--- src/rtl/pipe_ctrl.sv ---
// Pipeline hazard/redirect controller: trap > jump > busy > load-use arbitration, perf counters.
// Latency: control outputs are combinational from inputs and state; state and counters update on the next edge.
// Backpressure: holds freeze fetch/ID/EX while a multi-cycle EX op or load-use bubble is pending.
module pipe_ctrl #(
    parameter int REDIR_MASK = 1,
    parameter int CNT_W      = 32
) (
    input  logic             clk,
    input  logic             rst,
    input  logic             trap_vld,
    input  logic [31:0]      trap_addr,
    input  logic             ex_jmp_vld,
    input  logic [31:0]      ex_jmp_addr,
    input  logic             ex_busy,
    input  logic             ex_is_load,
    input  logic [4:0]       ex_rd,
    input  logic [4:0]       id_rs1,
    input  logic [4:0]       id_rs2,
    input  logic             id_rs1_use,
    input  logic             id_rs2_use,
    output logic             if_hold,
    output logic             if_nop,
    output logic             jmp_vld,
    output logic [31:0]      jmp_addr,
    output logic             id_hold,
    output logic             id_flush,
    output logic             ex_hold,
    output logic             ex_flush,
    output logic [CNT_W-1:0] redir_cnt,
    output logic [CNT_W-1:0] stall_cnt
);

    typedef enum logic [1:0] {RUN, LDSTALL, BUSY, REDIR} state_t;

    localparam logic [CNT_W-1:0] CNT_ONE = {{(CNT_W-1){1'b0}}, 1'b1};

    state_t     state;
    logic [1:0] mask_cnt;
    logic       ld_hazard;
    logic       ex_ok;

    assign ld_hazard = ex_is_load && (ex_rd != 5'd0) &&
                       ((id_rs1_use && (id_rs1 == ex_rd)) ||
                        (id_rs2_use && (id_rs2 == ex_rd)));

    // EX-sourced requests are masked for a few cycles after any redirect.
    assign ex_ok = (state != REDIR);

    always_comb begin
        if_hold  = 1'b0;
        if_nop   = 1'b0;
        jmp_vld  = 1'b0;
        jmp_addr = 32'd0;
        id_hold  = 1'b0;
        id_flush = 1'b0;
        ex_hold  = 1'b0;
        ex_flush = 1'b0;
        if (!rst) begin
            if (trap_vld) begin
                jmp_vld  = 1'b1;
                jmp_addr = trap_addr;
                if_nop   = 1'b1;
                id_flush = 1'b1;
                ex_flush = 1'b1;
            end else if (ex_ok && ex_jmp_vld) begin
                jmp_vld  = 1'b1;
                jmp_addr = ex_jmp_addr;
                if_nop   = 1'b1;
                id_flush = 1'b1;
            end else if (ex_ok && ex_busy) begin
                if_hold = 1'b1;
                id_hold = 1'b1;
                ex_hold = 1'b1;
            end else if ((state == RUN) && ld_hazard) begin
                if_hold  = 1'b1;
                id_hold  = 1'b1;
                id_flush = 1'b1;
            end
        end
    end

    always_ff @(posedge clk) begin
        if (rst) begin
            state     <= RUN;
            mask_cnt  <= 2'd0;
            redir_cnt <= '0;
            stall_cnt <= '0;
        end else begin
            if (jmp_vld)
                redir_cnt <= redir_cnt + CNT_ONE;
            if (if_hold)
                stall_cnt <= stall_cnt + CNT_ONE;

            if (jmp_vld) begin
                state    <= REDIR;
                mask_cnt <= 2'(REDIR_MASK);
            end else if (state == REDIR) begin
                mask_cnt <= mask_cnt - 2'd1;
                if (mask_cnt <= 2'd1)
                    state <= RUN;
            end else if (ex_hold) begin
                state <= BUSY;
            end else if (id_flush) begin
                // Only a load-use bubble flushes ID without a redirect.
                state <= LDSTALL;
            end else begin
                state <= RUN;
            end
        end
    end

endmodule

--- config.mk ---
export PLATFORM = sky130hd
export DESIGN_NAME = pipe_ctrl
export DESIGN_NICKNAME = d
export VERILOG_FILES = /design/src/rtl/pipe_ctrl.sv
export SDC_FILE = /design/constraint.sdc
export NUM_CORES = 1
export LEC_CHECK = 0
export ABC_AREA = 1
export ABC_CLOCK_PERIOD_IN_PS = 1510
export BUFFER_PORTS_ARGS = -buffer_cell sky130_fd_sc_hd__buf_2
export CORE_ASPECT_RATIO = 0.5
export CORE_UTILIZATION = 43
export DETAILED_ROUTE_END_ITERATION = 8
export PLACE_DENSITY = 0.79
export SYNTH_ARGS = -nofsm -noshare
export SYNTH_HDL_FRONTEND = slang
export SYNTH_SLANG_ARGS = --single-unit
export TNS_END_PERCENT = 20
--- constraint.sdc ---
create_clock -name clk -period 1.51 [get_ports clk]
set_input_delay 0.151 -clock clk [delete_from_list [all_inputs] [get_ports clk]]
set_output_delay 0.151 -clock clk [all_outputs]
set_load 0.02 [all_outputs]
Word-level counts from Yosys, hierarchy flattened --
Index checks and enable logic that the tools add are counted.
Operators by class: $add $sub $neg 3, multipliers 0, div/mod/pow operators 0, magnitude comparators 1, equality and inequality tests 5, shift-type cells 0, mux-type cells 28, bitwise logic cells 0, reductions and logical operators 12
Operator list (number):
- $mux W32 | 3
- $add A32 B1 Y32 const B | 2
- $mux W1 | 21
- $eq A5 B5 Y1 | 2
- $mux W2 | 4
- $logic_and A1 B1 Y1 | 7
- $reduce_bool A5 Y1 | 1
- $ne A3 B2 Y1 const B | 1
- $eq A2 B2 Y1 const B | 1
- $le A2 B1 Y1 const B | 1
- $logic_not A2 Y1 | 1
- $ne A2 B2 Y1 const B | 1
- $reduce_bool A2 Y1 | 1
- $reduce_or A2 Y1 | 1
- $sub A2 B1 Y2 const B | 1
- $logic_or A1 B1 Y1 | 1
Storage, ports and cells: flip-flop bits (word level) 68, latch bits 0, bits in writable memories 0, ROM bits 0, input bits 87, word-level logic and storage cells 54, memories kept 0

Logic depth before layout (Yosys ltp) --
depth after elaboration 14, gate-level depth with buffers 12

Worst setup path before layout --
No wires, ideal clock.
kind reg-to-reg, start reg redir_cnt[0], end reg redir_cnt[22], setup time 113 ps, arrival time 1686 ps, data required time 1397 ps, path slack -289 ps, cell stages (with the launch flop) 13, path buffers 0, path through dfxtp_1 -> ha_1 -> nand2_1 -> nor2_2 -> nand2_1 -> nor2_2 -> nand2_2 -> nor2_4 -> nand2_2 -> nor2_2 -> nand2_1 -> nand2_1 -> nor2_1
Between the ends: longest elaborated chain between the ends 1
RTL lines:
- start: declaration | line 29 | output logic [CNT_W-1:0] redir_cnt,
- start signal: assignment | line 90 | redir_cnt <= redir_cnt + CNT_ONE;
- $add A32 B1 Y32 | line 90
Every way passes these cells. A chain may end at the register's enable or synchronous reset.

Worst setup path in the final report --
start reg state[0], end out ex_hold
Between the ends: longest elaborated chain between the ends 6, elaborated cells between the ends (all ways) 7, classes of those cells eq/ne (1); mux (4); reduce/logical (2)
RTL lines:
- start: declaration | line 37 | state_t state;
- start signal: assignment | line 84 | state <= RUN;
- start signal: assignment | line 95 | state <= REDIR;
- start signal: assignment | line 100 | state <= RUN;
- $ne A2 B2 Y1 (*) | line 47 | assign ex_ok = (state != REDIR);
- $logic_and A1 B1 Y1 | line 70 | end else if (ex_ok && ex_busy) begin
- $mux W1 | line 70
- $mux W1 (*) | line 65 | end else if (ex_ok && ex_jmp_vld) begin
- $mux W1 (*) | line 59 | if (trap_vld) begin
- $mux W1 (*) | line 58 | if (!rst) begin
- end: declaration | line 27 | output logic ex_hold,
Mark *: on every way between the ends. The rest lies on a longest branch, timed or not.

==> qor.yml <==
grt:
  grt_pass1_vias: 5869
  grt_max_degree: 39
  grt_usage: 0.2771
  gr-total-overflow: 0
  grt_pass1_wl_mm: 27.19
  antenna_found_initial: 0
pwr:
  max-vdd-ir-drop_mv: 0.4944
  powerDensity_nw_per_um2: 651.5
  p_leak_nw: 3.482
yosys:
  ys_seq_area_frac: 0.2713
  syn-num-nets: 940
  yosysWarnings: 0
  syn_avg_cell_area_um2: 5.904
  ys_types: 36
  syn_inst: 850
  ys_ff_latch: 68
  post_synth_instance_area_um2: 5019
sta:
  fmax_mhz: 613.2
  rsz0062_at_grt: "yes"
  fin_crit_sh: 1.080
  period_minus_slack_ps: 1631
  skew_ps: 11.38
  setup_violations: 63
  tightest_slew_ps: 690.3
  fin_hold_ws_ps: 259.6
  fin_ws_ps: -120.8
  final_hold_viol_count: 0
  slew_headroom: 0.5387
  slew_viol_final: 0
setup_path:
  critical_path_class: "flop to output pin"
  rrSetupSlack_ps: -90
  cp-end-kind: "output pin"
  worst_r2r_path_depth: 9
  cp.required_ps: 1360
  timing.rr.start: "state[0]"
  worstPathMaxFanout: 4
  arrival_ps: 1480
  crit-reg2reg-capture: "stall_cnt[18]"
  timing.critical_path.from_type: "flop"
route:
  vias: 6570
  wl_mm: 17.56
  drc: 0
  dr.first_iter.drc_count: 382
  vias_per_cell: 5.125
  first_pass_iters: 5
  ant_nets: 0
  avgRoutedWirePerCell_um: 13.70
clock_network:
  hold_buffers: 0
  insertion_delay_ps: 350
  clk_path_buf_depth: 2
  cts_tree: "yes"
  cts-buffers-inserted: 9
  numClockSinks: 68
  cts-root-buf: "clkbuf_16"
  clk_pin_slew_worst_paths_ps: 60
  htree_levels: 3
status:
  outcome: "complete, but fails checks"
  violations: "negative setup slack"
die:
  die_area_um2: 12130
  io_pins: 190
  start_util: 0.4488
  die_width_um: 154.8
  core_um2: 11180
  die_h_um: 78.39
  fp-row-count: 27
min_path:
  whs_endpoint: "mask_cnt[1]"
  worstHoldPathType: "primary input to flop"
  holdPathStages: 5
  min_from: "ex_jmp_vld"
finish:
  nets: 1208
  drive_above_1_share: 0.3731
  areaGrowthSynthToFinish_pct: 49.19
  antenna_cells: 0
  seqCellArea_um2: 1393
  multi_input_area_um2: 3430
  fillers: 1008
placement:
  dp.final_hpwl_mm: 12.67
  pre_cts_slack_ps: -264.7
  place_congestion: 0.9290
  portBuffers: 189
flow_run:
  maxCapViolCount: 0
Yosys cell counts (all sizes together):
cell	n	area [µm²]
ha	3	37.54
nor2	96	394.1
and3	1	6.260
xnor2	5	43.79
a21oi	56	314.1
o41ai	1	8.760
buf	20	116.4
dfxtp	68	1361
nand3	97	515.5
clkbuf	13	48.80
a211oi	1	7.510
nand2	296	1190
o21a	1	7.510
inv	84	315.3
a31oi	1	6.260
nand3b	8	60.06
nand4	7	43.79
o22ai	1	6.260
nor3	36	207.7
o21ai	41	205.2
xor2	14	122.6
cell type report:
class | count | share of cell area
Clock buffer | 12 | 0.03710
Clock inverter | 4 | 0.007019
Inverter | 84 | 0.04328
Multi-Input combinational cell | 665 | 0.4581
Sequential cell | 68 | 0.1860
Tap cell | 159 | 0.02657
Timing Repair Buffer | 290 | 0.2420
report_power, final:
| part | switching, W | leakage [nW] | total, W | internal (W) |
|---|---|---|---|---|
| clock network | 0.000843 | 0.164 | 0.00232 | 0.00147 |
| registers | 0.0000205 | 0.559 | 0.00183 | 0.00181 |
| logic | 0.000431 | 2.76 | 0.000725 | 0.000295 |
cell families after synthesis:
| group | after synthesis | share of synthesized area |
|---|---|---|
| AND/OR/NAND/NOR | 541 | 0.4817 |
| adder cells (fa/ha/maj) | 3 | 0.007480 |
| flip-flops | 68 | 0.2713 |
| XOR/XNOR | 19 | 0.03316 |
| AO/OA/AOI/OAI | 102 | 0.1107 |
| buffers and inverters | 117 | 0.09573 |
timing repair:
item,CTS,global route
setup buffers,6,8
resized for setup,22,73
endpoints found under the setup margin,48,91
pin swaps,4,18
cloned,1,0
state kept, by name (all words and copies together) (netlist names):
signal     count
mask_cnt       2
redir_cnt     32
stall_cnt     32
state          2
per-stage QoR:
step	util	area, µm²	setup TNS, ps	total power, W	instances
floorplan	-	5061	-13.34	0.002244	850
global placement	0.6022	6734	-7475	0.002522	1252
detailed placement	0.6022	6734	-10450	0.002543	1252
CTS	0.6454	7217	-5765	0.004902	1275
global route	0.6696	7487	-9674	0.005049	1282
finish	0.6696	7487	-3206	0.004878	1282
cell usage in the layout, fill, tap and decap left out, drive strengths merged:
cell      count
nor3         36
o22ai         1
nand2       296
a211oi        1
bufbuf        1
xor2         14
a21oi        56
nand3b        8
inv          83
nand4         7
buf         289
and3          1
clkinvlp      1
o41ai         1
o21ai        41
ha            3
clkinv        3
clkbuf       12
a31oi         1
xnor2         5
dfxtp        68
nor2         96
o21a          1
nand3        97
bufinv        1
worst max-delay path, stage by stage, from the launching register on:
cell	delay (ps)
dfxtp_2	350
nand2_4	60
nand2_4	80
nand2_8	70
nor2_8	140
nand3_4	130
buf_12	160
clkinv_4	30
buf_6	100
worst max path at each step:
stage,slack [ps],to,startpoint,depth (start not counted)
final,-120,ex_hold,state[0],8
after global routing,-180,ex_hold,state[1],8
after CTS,-180,ex_hold,state[0],8
after detailed placement,-260,jmp_addr[2],rst,5
after global placement,-200,jmp_addr[2],rst,5
after floorplan,-10,redir_cnt[22],redir_cnt[0],12
per-layer routing:
| layer | share of wire | routed length [µm] | track usage | vias to the layer above |
|---|---|---|---|---|
| met3 | 0.066 | 1154 | 0.03976 | 36 |
| met4 | 0.018 | 308 | 0.08713 | 0 |
| li1 | - | - | - | 3268 |
| met1 | 0.43 | 7515 | 0.3579 | 3003 |
| met2 | 0.49 | 8578 | 0.4792 | 263 |
| met5 | 0 | 0 | 0 | - |
(Power assumes the default switching activity.)
